## src/rtl/i2s_tx_multi.sv

```systemverilog
// i2s_tx_multi: multi-line I2S / left-justified transmitter.
// NUM_LINES data pins share one lrclk. Each pin carries one stereo pair per frame of
// 2*SLOT_DW sclk periods. The block takes one frame of samples per handshake and sends
// all-zero samples when no data is ready (underrun). All state changes on the falling
// edge of sclk.
// Ports:
//   sclk         - bit clock (falling-edge active)
//   rst_n        - synchronous active-low reset
//   enable       - run request, sampled in IDLE and at the last frame cycle
//   mode         - 0 = Philips I2S (1-bit delay), 1 = left-justified; latched at load
//   in_valid     - in_data holds a frame
//   in_ready     - frame accepted on this edge when in_valid is also high
//   in_data      - line l, channel c at [(2*l+c)*AUDIO_DW +: AUDIO_DW]
//   lrclk        - 0 = left slot, 1 = right slot
//   sdata        - serial data per line, MSB first
//   underrun     - one-cycle pulse at cycle 0 of a frame loaded without data
//   underrun_cnt - saturating underrun count
module i2s_tx_multi #(
    parameter int unsigned AUDIO_DW  = 24,
    parameter int unsigned SLOT_DW   = 32,
    parameter int unsigned NUM_LINES = 2
) (
    input  logic                              sclk,
    input  logic                              rst_n,
    input  logic                              enable,
    input  logic                              mode,
    input  logic                              in_valid,
    output logic                              in_ready,
    input  logic [2*NUM_LINES*AUDIO_DW-1:0]   in_data,
    output logic                              lrclk,
    output logic [NUM_LINES-1:0]              sdata,
    output logic                              underrun,
    output logic [15:0]                       underrun_cnt
);

    if (AUDIO_DW < 1 || SLOT_DW < AUDIO_DW) begin : g_bad_params
        $error("i2s_tx_multi: need AUDIO_DW >= 1 and SLOT_DW >= AUDIO_DW");
    end

    localparam int unsigned CW = $clog2(2 * SLOT_DW);
    localparam int unsigned FW = 2 * NUM_LINES * AUDIO_DW;
    localparam logic [CW-1:0] LastCyc = CW'(2 * SLOT_DW - 1);
    localparam logic [CW-1:0] SlotLen = CW'(SLOT_DW);

    typedef enum logic [0:0] {StIdle, StRun} state_e;

    state_e               state_q, state_d;
    logic [CW-1:0]        cnt_q, cnt_d;
    logic [FW-1:0]        frame_q, frame_d;
    logic                 mode_q, mode_d;
    logic [NUM_LINES-1:0] delay_q, delay_d;
    logic                 underrun_q, underrun_d;
    logic [15:0]          ucnt_q, ucnt_d;

    logic                 ch;
    logic [CW-1:0]        k;
    logic [NUM_LINES-1:0] lj_bit;

    // Channel and slot bit position of the current frame cycle.
    always_comb begin
        ch = (cnt_q >= SlotLen);
        k  = ch ? (cnt_q - SlotLen) : cnt_q;
    end

    // Left-justified bit of each line; shifting past AUDIO_DW yields the zero padding.
    for (genvar l = 0; l < NUM_LINES; l++) begin : g_line
        logic [AUDIO_DW-1:0] samp;
        logic [AUDIO_DW-1:0] shifted;
        assign samp      = ch ? frame_q[(2*l+1)*AUDIO_DW +: AUDIO_DW]
                              : frame_q[(2*l)*AUDIO_DW +: AUDIO_DW];
        assign shifted   = samp << k;
        assign lj_bit[l] = shifted[AUDIO_DW-1];
    end

    always_comb begin
        state_d    = state_q;
        cnt_d      = cnt_q;
        frame_d    = frame_q;
        mode_d     = mode_q;
        delay_d    = delay_q;
        underrun_d = 1'b0;
        ucnt_d     = ucnt_q;
        in_ready   = 1'b0;
        unique case (state_q)
            StIdle: begin
                // Clearing the frame makes the dummy frame (and its I2S tail bit) zero.
                frame_d = '0;
                delay_d = '0;
                if (enable) begin
                    state_d = StRun;
                    cnt_d   = LastCyc;
                end
            end
            StRun: begin
                delay_d = lj_bit;
                if (cnt_q == LastCyc) begin
                    if (enable) begin
                        in_ready = 1'b1;
                        cnt_d    = '0;
                        mode_d   = mode;
                        if (in_valid) begin
                            frame_d = in_data;
                        end else begin
                            frame_d    = '0;
                            underrun_d = 1'b1;
                            if (ucnt_q != 16'hFFFF) begin
                                ucnt_d = ucnt_q + 16'd1;
                            end
                        end
                    end else begin
                        state_d = StIdle;
                        frame_d = '0;
                        delay_d = '0;
                    end
                end else begin
                    cnt_d = cnt_q + CW'(1);
                end
            end
            default: state_d = StIdle;
        endcase
    end

    always_ff @(negedge sclk) begin
        if (!rst_n) begin
            state_q    <= StIdle;
            cnt_q      <= '0;
            frame_q    <= '0;
            mode_q     <= 1'b0;
            delay_q    <= '0;
            underrun_q <= 1'b0;
            ucnt_q     <= 16'd0;
        end else begin
            state_q    <= state_d;
            cnt_q      <= cnt_d;
            frame_q    <= frame_d;
            mode_q     <= mode_d;
            delay_q    <= delay_d;
            underrun_q <= underrun_d;
            ucnt_q     <= ucnt_d;
        end
    end

    always_comb begin
        lrclk        = (state_q == StIdle) | ch;
        sdata        = (state_q == StRun) ? (mode_q ? lj_bit : delay_q) : '0;
        underrun     = underrun_q;
        underrun_cnt = ucnt_q;
    end

endmodule
```

## config.mk

```make
export PLATFORM = sky130hd
export DESIGN_NAME = i2s_tx_multi
export DESIGN_NICKNAME = d
export VERILOG_FILES = /design/src/rtl/i2s_tx_multi.sv
export SDC_FILE = /design/constraint.sdc
export NUM_CORES = 1
export LEC_CHECK = 0
export ABC_AREA = 1
export CORE_MARGIN = 4
export CORE_UTILIZATION = 45
export CTS_CLUSTER_DIAMETER = 120
export DETAILED_ROUTE_END_ITERATION = 10
export PLACE_DENSITY = 0.82
export REMOVE_ABC_BUFFERS = 1
export SYNTH_ARGS = -nofsm -noshare
export SYNTH_HDL_FRONTEND = slang
export SYNTH_SLANG_ARGS = --single-unit
export TNS_END_PERCENT = 30
```

## constraint.sdc

```tcl
create_clock -name sclk -period 2.5 [get_ports sclk]
set_input_delay 0.625 -clock sclk [delete_from_list [all_inputs] [get_ports sclk]]
set_output_delay 0.625 -clock sclk [all_outputs]
set_load 0.01 [all_outputs]
```

; Yosys cells after proc, flatten, opt, wreduce, memory -nomap -nowiden
; Index checks and enable logic that the tools add are counted.
[word_totals]
reg_bits = 123
out_inout_bits = 21
n_memories = 0
ramBits = 0
latch_bits = 0
inputBits = 101
elab_cells = 47
mem_bits_ro = 0
[classes]
addsub = 3
n_reduce_logical = 4
n_eq_ne = 5
div_mod_pow = 0
n_bitwise = 3
mux = 22
multipliers = 0
shifts = 2
order_cmp = 1
[op_table]
columns = op, count
row1 = $mux 96, 3
row2 = $pmux 96 s2, 1
row3 = $mux 24, 2
row4 = $shl 24x6->24, 2
row5 = $mux 6, 4
row6 = $add 16x1->16 const B, 1
row7 = $ne 16x16->1 const B, 1
row8 = $pmux 6 s2, 1
row9 = $mux 2, 4
row10 = $add 6x1->6 const B, 1
row11 = $eq 6x6->1 const B, 1
row12 = $ge 6x6->1 const B, 1
row13 = $sub 6x6->6 const B, 1
row14 = $mux 1, 5
row15 = $reduce_and 5->1, 1
row16 = $pmux 2 s2, 1
row17 = $reduce_and 4->1, 1
row18 = $ne 3x3->1 const B, 1
row19 = $reduce_and 3->1, 1
row20 = $ne 2x1->1 const B, 1
row21 = $ne 2x2->1 const B, 1
row22 = $not 1->1, 2
row23 = $pmux 1 s2, 1
row24 = $reduce_and 2->1, 1
row25 = $or 1x1->1, 1

; Logic depth before layout (Yosys ltp)
; Gate-level depths: netlist (run 1).
[logic_depth]
ltp_word = 6
mapped_depth = 13
ltp_nobuf = 11

==> out/summary.txt, run 1 <==
Post-synth top area cell: dfxtp_1
Final #Nets: 1,257
Yosys warns: 0
Vias per cell: 5.780
Core Region: 12,210 sq um
CTS Buf Count: 17
Placed cell areas: 7584 sq um
Sequential fraction of the synthesis area: 0.4300
Hpwl dp: 11,730 um
Placer Congestion: 0.9217
Clk sinks: 123
Max Slew Vio Count: 0
Worst hold endpoint: frame_q[9]$_SDFFE_NN0P_
Distinct cell type count after synthesis: 29
Clock tree root buffer cell: clkbuf_16
Buffers on Ports: 121
Fill cells: 721
Max-slew headroom: 0.6836
ANT nets after route: 0
CTS H-tree lvls: 4
FF-to-FF Start: cnt_q[1]$_SDFFE_NN0P_
Synth top area cells: dfxtp_1 (43%), nand3_1 (16%), nand2_1 (16%)
Critical Path Source Type: flip-flop
DRT iter0 DRCs: 939
Share of layout cells above drive strength 1: 0.2521
Drt drc: 0
Hold Crit Class: reg -> reg
Crit. End Element: output port
CP Max Fanout: 7
Max VDD drop: 0.5711 mV
Req. time, crit path: 1.88 ns
Die height: 120.8 um
Final wirelength: 24,520 um
Failing checks: setup timing
Area delta synth->final: 72.32%
Register area: 2490 sq um
GRT overflow: 0
Std cell rows: 40
Pwr per Cell Area: 614.4 nW/um^2
Mapped Cells: 846
Critical path data arrival time: 3.37 ns
Routed wire length per instance: 18.38 um
Final hold violations: 0
Leak Pwr: 0.004119 uW
Clock slew at reported path FFs: 0.06 ns
Syn avg cell area: 6.769 sq um
Ys async rst share: 0
Initial core utilization: 0.4690
Top_reg_cell synth: dfxtp_1
First-pass GRT wire length: 32,660 um
# diodes: 0
Initial antenna violation count: 0
Startpoint of the worst hold path: frame_q[9]$_SDFFE_NN0P_
Top-area cell type share of the netlist area: 0.4300
Die ar.: 14,600 sq um
Cell area after technology mapping: 5727 sq um
Flop2flop setup slack: 0.33 ns
Area of the multi-input gates: 3438 sq um
Clock Path Buffers: 2
Gr usage total: 0.2777
Final Instance Area: 9868 sq um
Hold Buf Count CTS: 0
CTS tree: built
Largest net degree at the start of global routing: 44
Status: complete, but fails checks
Setup Slack @ Placement: -1.360 ns
Final Power: 6063 uW
RSZ-0062 raised after global routing: yes
IO Count: 122
Die width: 120.8 um
Vias in the first global route: 7,281
Flops & latches, synth: 123
Drt pass-1 iters: 7
R2r endpoint: underrun_cnt[6]$_SDFFE_NN0P_
WHS Path Cells: 2
Setup ws final: -1.492 ns
Setup-failing EPs final: 134
EDFF count, synth: 0
Final TNS setup: -30.11 ns
Reg2Reg Depth: 13
Worst-skew pair later-pin latency: 0.49 ns
Worst slew pin tran: 0.4746 ns
MaxCap Viol Count: 0
Final Skew: 0.04168 ns
Critical Setup Path Class: reg -> out
Vias: 7,711
[worst max-delay path: stages (launching register included)]
cell      delay [ns]
dfxtp_4         0.44
clkinv_8        0.12
buf_16          0.16
nand2_1         0.08
nand3_1         0.09
nand2_1         0.10
nand2_1         0.07
nand3_1         0.11
nand3_1         0.10
nand3_2         0.09
nand3_2         0.06
nand2_2         0.07
inv_2           0.04
buf_6           0.11
[cells in the mapped netlist, drive strengths merged (4+ instances only)]
library cell	number
nand2	240
nand3	182
dfxtp	123
a21oi	117
clkbuf	49
nor2	39
inv	31
o21ai	18
buf	15
nor3	7
nand4	4
xnor2	4
[placed cells by master (no fill, tap or decap), types with 8 or more instances in the layout]
master and n:
dfxtp_1 103, o21ai_0 8, nand3_4 10, nor2_1 33, inv_1 150, clkbuf_16 23
nand2_2 10, buf_6 29, a21oi_1 68, nand3_1 157, buf_16 8, nand2_1 222
dfxtp_2 19, nand2_4 8, buf_4 65, a21oi_2 49, nand3_2 15, buf_12 17
clkdlybuf4s50_1 97
[metrics by stage]
step	std cells	util	hold WS, ns
floorplan	782	-	0.4422
global placement	1145	0.6210	0.4501
CTS	1317	0.7536	0.4621
finish	1334	0.8081	0.4646
detailed placement	1145	0.6210	0.4568
global route	1334	0.8081	0.4843
[worst max-delay path by stage]
stage	start	endpoint	slack, ns
floorplan	cnt_q[5]$_SDFFE_NN0P_	cnt_q[3]$_SDFFE_NN0P_	-2.57
global placement	cnt_q[5]$_SDFFE_NN0P_	sdata[0]	-1.31
detailed placement	cnt_q[5]$_SDFFE_NN0P_	sdata[1]	-1.36
CTS	cnt_q[5]$_SDFFE_NN0P_	sdata[0]	-1.33
global route	cnt_q[5]$_SDFFE_NN0P_	sdata[1]	-1.56
finish	cnt_q[5]$_SDFFE_NN0P_	sdata[1]	-1.49
[layout make-up]
cell class / instances / share of cell area
clock buffer: 17 / 0.04311
timing repair inverter: 1 / 0.001141
multi-input combinational: 628 / 0.3484
clock inverter: 138 / 0.05908
sequential: 123 / 0.2523
tap: 168 / 0.02130
inverter: 30 / 0.01471
timing repair buffer: 229 / 0.2599
[sequential cells by signal, summed over array words and instances (netlist names)]
name / cells
mode_q: 1
underrun: 1
underrun_cnt: 16
frame_q: 96
delay_q: 2
state_q: 1
cnt_q: 6
[power breakdown]
group	switching (uW)	internal (uW)	leakage [uW]	total (uW)
sequential	17.5	1990	0.00100	2000
combinational	408	374	0.00219	782
clock	1650	1630	0.000929	3280
total	2070	3990	0.00412	6060
[routing by layer]
layer | vias to the layer above | GRT usage | wire [um]
met5 | - | 0 | 0
met2 | 590 | 0.4541 | 11910
met1 | 3528 | 0.3088 | 8973
met4 | 0 | 0.1664 | 1133
met3 | 138 | 0.1006 | 2501
li1 | 3455 | - | -
[logic make-up after synthesis]
kind of cell | synth area share
and+or+nand+nor | 0.3616
AOI/OAI and AO/OA | 0.1254
adders and majority gates | 0.006555
buffers and inverters | 0.06576
xor gates and xnor gates | 0.01071
DFF | 0.4300
[what timing repair did]
action | in CTS | in global routing
buffers inserted | 11 | 15
gates resized for setup | 201 | 106
pin swaps | 23 | 53
cloned | 8 | 6
setup endpoints to repair | 142 | 122
(Power assumes the default switching activity.)
==> run 2: changes to the inputs <==
--- a/config.mk
+++ b/config.mk
@@ -6,10 +6,12 @@
 export NUM_CORES = 1
 export LEC_CHECK = 0
 export ABC_AREA = 1
+export ABC_CLOCK_PERIOD_IN_PS = 2500
 export CORE_MARGIN = 4
 export CORE_UTILIZATION = 45
 export CTS_CLUSTER_DIAMETER = 120
 export DETAILED_ROUTE_END_ITERATION = 10
+export HOLD_SLACK_MARGIN = 0.12
 export PLACE_DENSITY = 0.82
 export REMOVE_ABC_BUFFERS = 1
 export SYNTH_ARGS = -nofsm -noshare
==> results of run 2 <==
No change in the layout: final DEF, timing and power equal those of run 1.
